--- src/rtl/grf_wport_arb.sv ---
// grf_wport_arb: shares the GRF write port between the W stage (A) and a buffered mult/div result (B)
//   in : clk, reset_n (async, active-low), we_a/wa_a/wd_a (A write), b_valid/wa_b/wd_b (B offer)
//   out: b_ready, sel (1 = A owns the port), grf_we/grf_wa/grf_wd (GRF port),
//        stall_a (forced B grant, A must re-present), pend/pend_wa (buffered B entry)
module grf_wport_arb #(
    parameter int MAX_WAIT = 4
) (
    input  logic        clk,
    input  logic        reset_n,
    input  logic        we_a,
    input  logic [4:0]  wa_a,
    input  logic [31:0] wd_a,
    input  logic        b_valid,
    input  logic [4:0]  wa_b,
    input  logic [31:0] wd_b,
    output logic        b_ready,
    output logic        sel,
    output logic        grf_we,
    output logic [4:0]  grf_wa,
    output logic [31:0] grf_wd,
    output logic        stall_a,
    output logic        pend,
    output logic [4:0]  pend_wa
);
    typedef enum logic [1:0] {IDLE, WAIT, FORCE} state_t;
    state_t      state, state_nx;
    logic [3:0]  cnt, cnt_nx;
    logic [31:0] pend_wd;
    logic        grant_b, load;
    assign grant_b = (state == FORCE) || (state == WAIT && !we_a);
    assign b_ready = (state == IDLE) || grant_b;
    // writes to r0 complete the handshake but are never buffered
    assign load    = b_valid && b_ready && (wa_b != 5'd0);
    assign sel     = !grant_b;
    assign grf_we  = grant_b ? 1'b1 : (we_a && wa_a != 5'd0);
    assign grf_wa  = grant_b ? pend_wa : wa_a;
    assign grf_wd  = grant_b ? pend_wd : wd_a;
    assign stall_a = (state == FORCE);
    assign pend    = (state != IDLE);
    // b_ready low means WAIT with A writing: either A supersedes the entry or it keeps waiting
    always_comb begin
        state_nx = state;
        cnt_nx   = cnt;
        if (b_ready) begin
            state_nx = load ? WAIT : IDLE;
            cnt_nx   = 4'd0;
        end else if (wa_a == pend_wa) begin
            state_nx = IDLE;
            cnt_nx   = 4'd0;
        end else if (cnt == 4'(MAX_WAIT - 1)) begin
            state_nx = FORCE;
        end else begin
            cnt_nx = cnt + 4'd1;
        end
    end
    always_ff @(posedge clk or negedge reset_n) begin
        if (!reset_n) begin
            state   <= IDLE;
            cnt     <= 4'd0;
            pend_wa <= 5'd0;
            pend_wd <= 32'd0;
        end else begin
            state <= state_nx;
            cnt   <= cnt_nx;
            if (load) begin
                pend_wa <= wa_b;
                pend_wd <= wd_b;
            end
        end
    end
endmodule
--- config.mk ---
export PLATFORM = sky130hd
export DESIGN_NAME = grf_wport_arb
export DESIGN_NICKNAME = d
export VERILOG_FILES = /design/src/rtl/grf_wport_arb.sv
export SDC_FILE = /design/constraint.sdc
export NUM_CORES = 1
export LEC_CHECK = 0
export CAP_MARGIN = 30
export CORE_MARGIN = 2
export CORE_UTILIZATION = 35
export CTS_CLUSTER_DIAMETER = 30
export DETAILED_ROUTE_END_ITERATION = 12
export PLACE_DENSITY = 0.83
export SLEW_MARGIN = 20
export SYNTH_ARGS = -nofsm -noshare
export SYNTH_HDL_FRONTEND = slang
export SYNTH_SLANG_ARGS = --single-unit
export TNS_END_PERCENT = 30
--- constraint.sdc ---
create_clock -name clk -period 1.9 [get_ports clk]
set_clock_uncertainty 0.05 [all_clocks]
set_input_delay 0.19 -clock clk [delete_from_list [all_inputs] [get_ports clk]]
set_output_delay 0.19 -clock clk [all_outputs]
set_load 0.01 [all_outputs]
# Word-level counts from Yosys, hierarchy flattened
# Cells that the tools add are included.
dict set report totals {
  out_inout_bits 47
  register_bits 43
  inputBits 78
  elab_cells 33
}
dict set report op_classes {
  n_addsub 1
  eq_ne 5
  n_reduce_logical 13
  n_mux 10
}
# op n
set ops {}
lappend ops {{$mux 32} 1}
lappend ops {{$mux 4} 3}
lappend ops {{$reduce_bool 5->1} 2}
lappend ops {{$mux 2} 3}
lappend ops {{$eq 5x5->1} 1}
lappend ops {{$mux 5} 1}
lappend ops {{$add 4x1->4 const B} 1}
lappend ops {{$eq 4x2->1 const B} 1}
lappend ops {{$logic_and 1x1->1} 4}
lappend ops {{$ne 3x3->1 const B} 1}
lappend ops {{$reduce_bool 3->1} 1}
lappend ops {{$eq 2x1->1 const B} 1}
lappend ops {{$eq 2x2->1 const B} 1}
lappend ops {{$logic_not 1->1} 2}
lappend ops {{$logic_not 2->1} 1}
lappend ops {{$logic_or 1x1->1} 2}
lappend ops {{$mux 1} 2}
lappend ops {{$reduce_bool 2->1} 1}

# Logic depth before layout (Yosys ltp)
dict set report logic_depth {
  word_depth 8
  mapped_depth 6
  ltp_nobuf 4
}

# Worst setup path before layout
# No wires, ideal clock.
dict set report synth_path {
  path_type {register to output}
  start {register state[1]}
  end {output port grf_wd[13]}
  path_stages_with_launch 6
  slack_ns 0.110
  required_time_ns 1.660
  path_buffers 2
  arrival_time_ns 1.550
  path_cell_list {dfrtp_1 nor2b_1 a21oi_1 buf_2 buf_2 mux2_2}
}
dict set report synth_between {
  elab_cells_between_ends 5
  classes_between {eq/ne: 2; mux: 1; reduce/logical: 2}
}
# element line
set synth_rtl {}
lappend synth_rtl {{start, declared} 26} ;# state_t state, state_nx;
lappend synth_rtl {{start signal, assigned} 63} ;# state <= state_nx;
lappend synth_rtl {{$eq 2x2->1} --}
lappend synth_rtl {{net stall_a} 21} ;# output logic stall_a,
lappend synth_rtl {{$logic_or 1x1->1} 30} ;# assign grant_b = (state == FORCE) || (state == WAIT && !we_a);
lappend synth_rtl {{$mux 32} 37} ;# assign grf_wd = grant_b ? pend_wd : wd_a;
lappend synth_rtl {{end, declared} 20} ;# output logic [31:0] grf_wd,
# The timed path passes the listed nets, and every way through them passes these cells.

# Worst setup path in the final report
dict set report layout_path {
  start {register state[1]}
  end {output port grf_wd[21]}
}
dict set report layout_between {
  elab_chain_cells 4
  elab_cells_between_ends 5
  classes_between {eq/ne: 2; mux: 1; reduce/logical: 2}
}
# element line
set layout_lines {}
lappend layout_lines {{$eq 2x1->1} 30}
lappend layout_lines {{$logic_and 1x1->1} 30}
lappend layout_lines {{$logic_or 1x1->1 (*)} 30}
lappend layout_lines {{$mux 32 (*)} 37}
# Every way passes the cells marked *; elsewhere a longest branch is shown, timed or not.

==> results.md <==
- EDFF count, synth: 0
- Startpoint types: flip-flop
- First-pass GRT wire length: 10750 um
- RSZ-0062 raised after global routing: true
- Async set-reset flop share out of synthesis: between 90% and 100%
- Avg WL per Cell: 16.84 um
- R2r worst-path depth: 6
- Worst path required time: approximately 1700 ps
- Area grow syn2layout: 82.59%
- Power per cell area: approximately 950 nW/um2
- Final core utilization: roughly two thirds
- Core area: 6241 um2
- Layout cells sized above 1: 42.39%
- Status: finished, violations left
- Antenna viol nets, final: 0
- Synth unique cells: 29
- TritonCTS clock tree: done
- Crit path time final: 2000 ps
- DRC: 0
- CP endpoint kind: primary output
- Post-Place Worst Slack: -347.0 ps
- Worst-path clk slew: 70 ps
- Post-DP Area: 3701 um2
- Num Clock Sinks: 43
- Synth Warn #: 0
- Internal: ~0.0027 W
- Fillers: 486
- Initial Util: 35.71%
- Routability cong.: 0.8014
- Grt met1 use: 24.94%
- Failing checks: setup timing
- Finished Layout Cells: 386
- LEAKAGE: 1.831 nW
- Max-cap viol count: 0
- Design Area, Final: just over 4000 um2
- Final HPWL DP: 4596 um
- FMAX: approximately 500 MHz
- Cells after synthesis: 161
- Clk buf depth: 2
- CP Max Fanout: 8
- Share of power burned in registers: 34.3%
- Routed via count: 1897
- CTS buffer count: 5
- Vias in the first global route: 2109
- Final period utilization: 105.3%
- Initial antenna violation count: 0
- Seq cells post-synth: 43
- Busiest grt layer: met2
- Buffers on Ports: 124
- Site row count: 29
- Root Driver: clkbuf_8
- Clock Power Share: 13.6%
- # nets final: between 300 and 400
- Final wirelength: 6501 um
- Top_reg_cell synth: dfrtp_1
- DRT Pass-1 Iters: 4
- Via density: 4.915
- Number of setup violations in the final report: 37
- Setup WS post-layout: -100.2 ps
- WS Path Type: reg -> out
- Slew Viols, Final: 0
- NetSw: roughly 0.0012 W
- Worst-Margin Slew: 363.9 ps
- Hold Crit Class: in -> async
- Syn_area_per_cell: 13.84 um2
- M2 GR Usage: 33.09%
- Peak supply drop: 0.0005280 V
- Worst path arrival time: around 1800 ps
- Slew headroom: between 70% and 80%
- Post-Syn Area: 2228 um2
- Worst-skew pair later-pin latency: 280 ps
- Die Y: between 80 and 90 um
- Initial DRC count: 55
- FF-to-FF Start: state[1]
- Post-placement cell count: ~370
- Worst reg2reg path endpoint: pend_wd[25]
- Die area: 7021 um2
- Ant diodes: 0
- Combinational Power Share: a little over half
- GR Util met3: just over 4%
- Die X: ~84 um
- GR Util All Layers: 19.17%
- I/O pin total: 125
- Global route total overflow: 0
- Maximum level of the CTS H-tree: 2
- R2r setup slk: 150 ps
- Syn Nets: 240
- Sequential share of the synthesized area: between 40% and 50%
- Fin. Hold Viols: 0
- Largest net degree at the start of global routing: 21
- Sw Share: 30.24%
how the worst max path moves through the flow:
stage	startpoint	cells past startpoint	end
floorplan	state[1]	5	grf_wd[13]
global placement	we_a	6	grf_wa[0]
detailed placement	we_a	6	grf_wd[2]
CTS	state[1]	6	grf_we
global route	state[1]	6	grf_wd[26]
finish	state[1]	6	grf_wd[21]
layer usage:
layer	up-vias	wire, um
met1	938	2762
met2	76	3321
met5	-	0
li1	881	-
met3	2	398
met4	0	19
cells in the mapped netlist, types with 2 or more instances:
| cell | instances | area, um2 |
|---|---|---|
| xor2_1 | 7 | 61.31 |
| a211oi_1 | 3 | 22.52 |
| mux2_2 | 55 | 619.3 |
| mux2_1 | 18 | 202.7 |
| dfrtp_1 | 43 | 1076 |
| or4_1 | 2 | 15.01 |
| o21ai_0 | 2 | 10.01 |
| a21oi_1 | 3 | 15.01 |
| nor2_1 | 2 | 7.510 |
| buf_6 | 2 | 22.52 |
| buf_2 | 4 | 20.02 |
| nand3_1 | 3 | 15.01 |
flip-flops by register name, summed over array words and instances, names as in the netlist:
| signal | count |
|---|---|
| pend_wd | 32 |
| state | 2 |
| cnt | 4 |
| pend_wa | 5 |
cell usage in the layout, fill, tap and decap left out, drive strengths merged, types with 2 or more instances in the layout:
cell           instances
or4                    2
nand3                  3
a211oi                 3
dfrtp                 43
buf                   63
clkbuf                 6
nor2                   2
o21ai                  2
dlygate4sd2            2
a21oi                  3
o211ai                 2
xor2                   7
mux2                  73
dlymetal6s2s           2
clkdlybuf4s50         82
what timing repair did:
item / 4_1_cts / 5_1_grt
pin swaps: 0 / 1
hold buffers: 1 / 0
buffers inserted: 6 / 0
endpoints found under the setup margin: 40 / 43
gates cloned: 3 / 0
hold endpoints to repair: 11 / 0
resized for setup: 222 / 9
cell type report:
cell class	count	area [um2]	share of cell area [%]
clock buffer	6	72.57	1.784
sequential	43	1077	26.48
multi-input combinational	109	1230	30.23
timing repair buffer	150	1589	39.05
tap	77	96.34	2.368
inverter	1	3.754	0.09225
cells by family after synthesis:
| logic type | after synthesis | share of synthesized area, % |
|---|---|---|
| buf+inv | 9 | 3.088 |
| mux | 74 | 37.34 |
| fa+ha+maj | 1 | 0.5614 |
| simple gates | 13 | 3.369 |
| compound gates | 13 | 4.211 |
| xor+xnor | 8 | 3.144 |
| flops | 43 | 48.29 |
critical path, stage by stage (launching register included):
cell and delay (ps):
dfrtp_1 420, nor2b_4 150, a21oi_4 170, buf_6 160
buf_12 150, mux2_4 310, buf_6 120
per-stage QoR:
| stage | TNS (ps) | total power (W) | hold WS [ps] |
|---|---|---|---|
| after CTS | -3508 | 0.003951 | 268.2 |
| after global routing | -5463 | 0.004099 | 286.4 |
| after global placement | -20330 | 0.002968 | 35.72 |
| after floorplan | 0 | 0.002097 | -155.6 |
| final | -2801 | 0.003863 | 274.2 |
| after detailed placement | -21310 | 0.003015 | 43.22 |
power by group through the flow:
stage	clock network (W)	registers [W]	logic (W)
floorplan	0	0.00128	0.000813
global placement	0	0.00132	0.00165
detailed placement	0	0.00133	0.00169
CTS	0.000546	0.00132	0.00208
global route	0.000600	0.00136	0.00214
finish	0.000526	0.00133	0.00201
(Power assumes the default switching activity.)
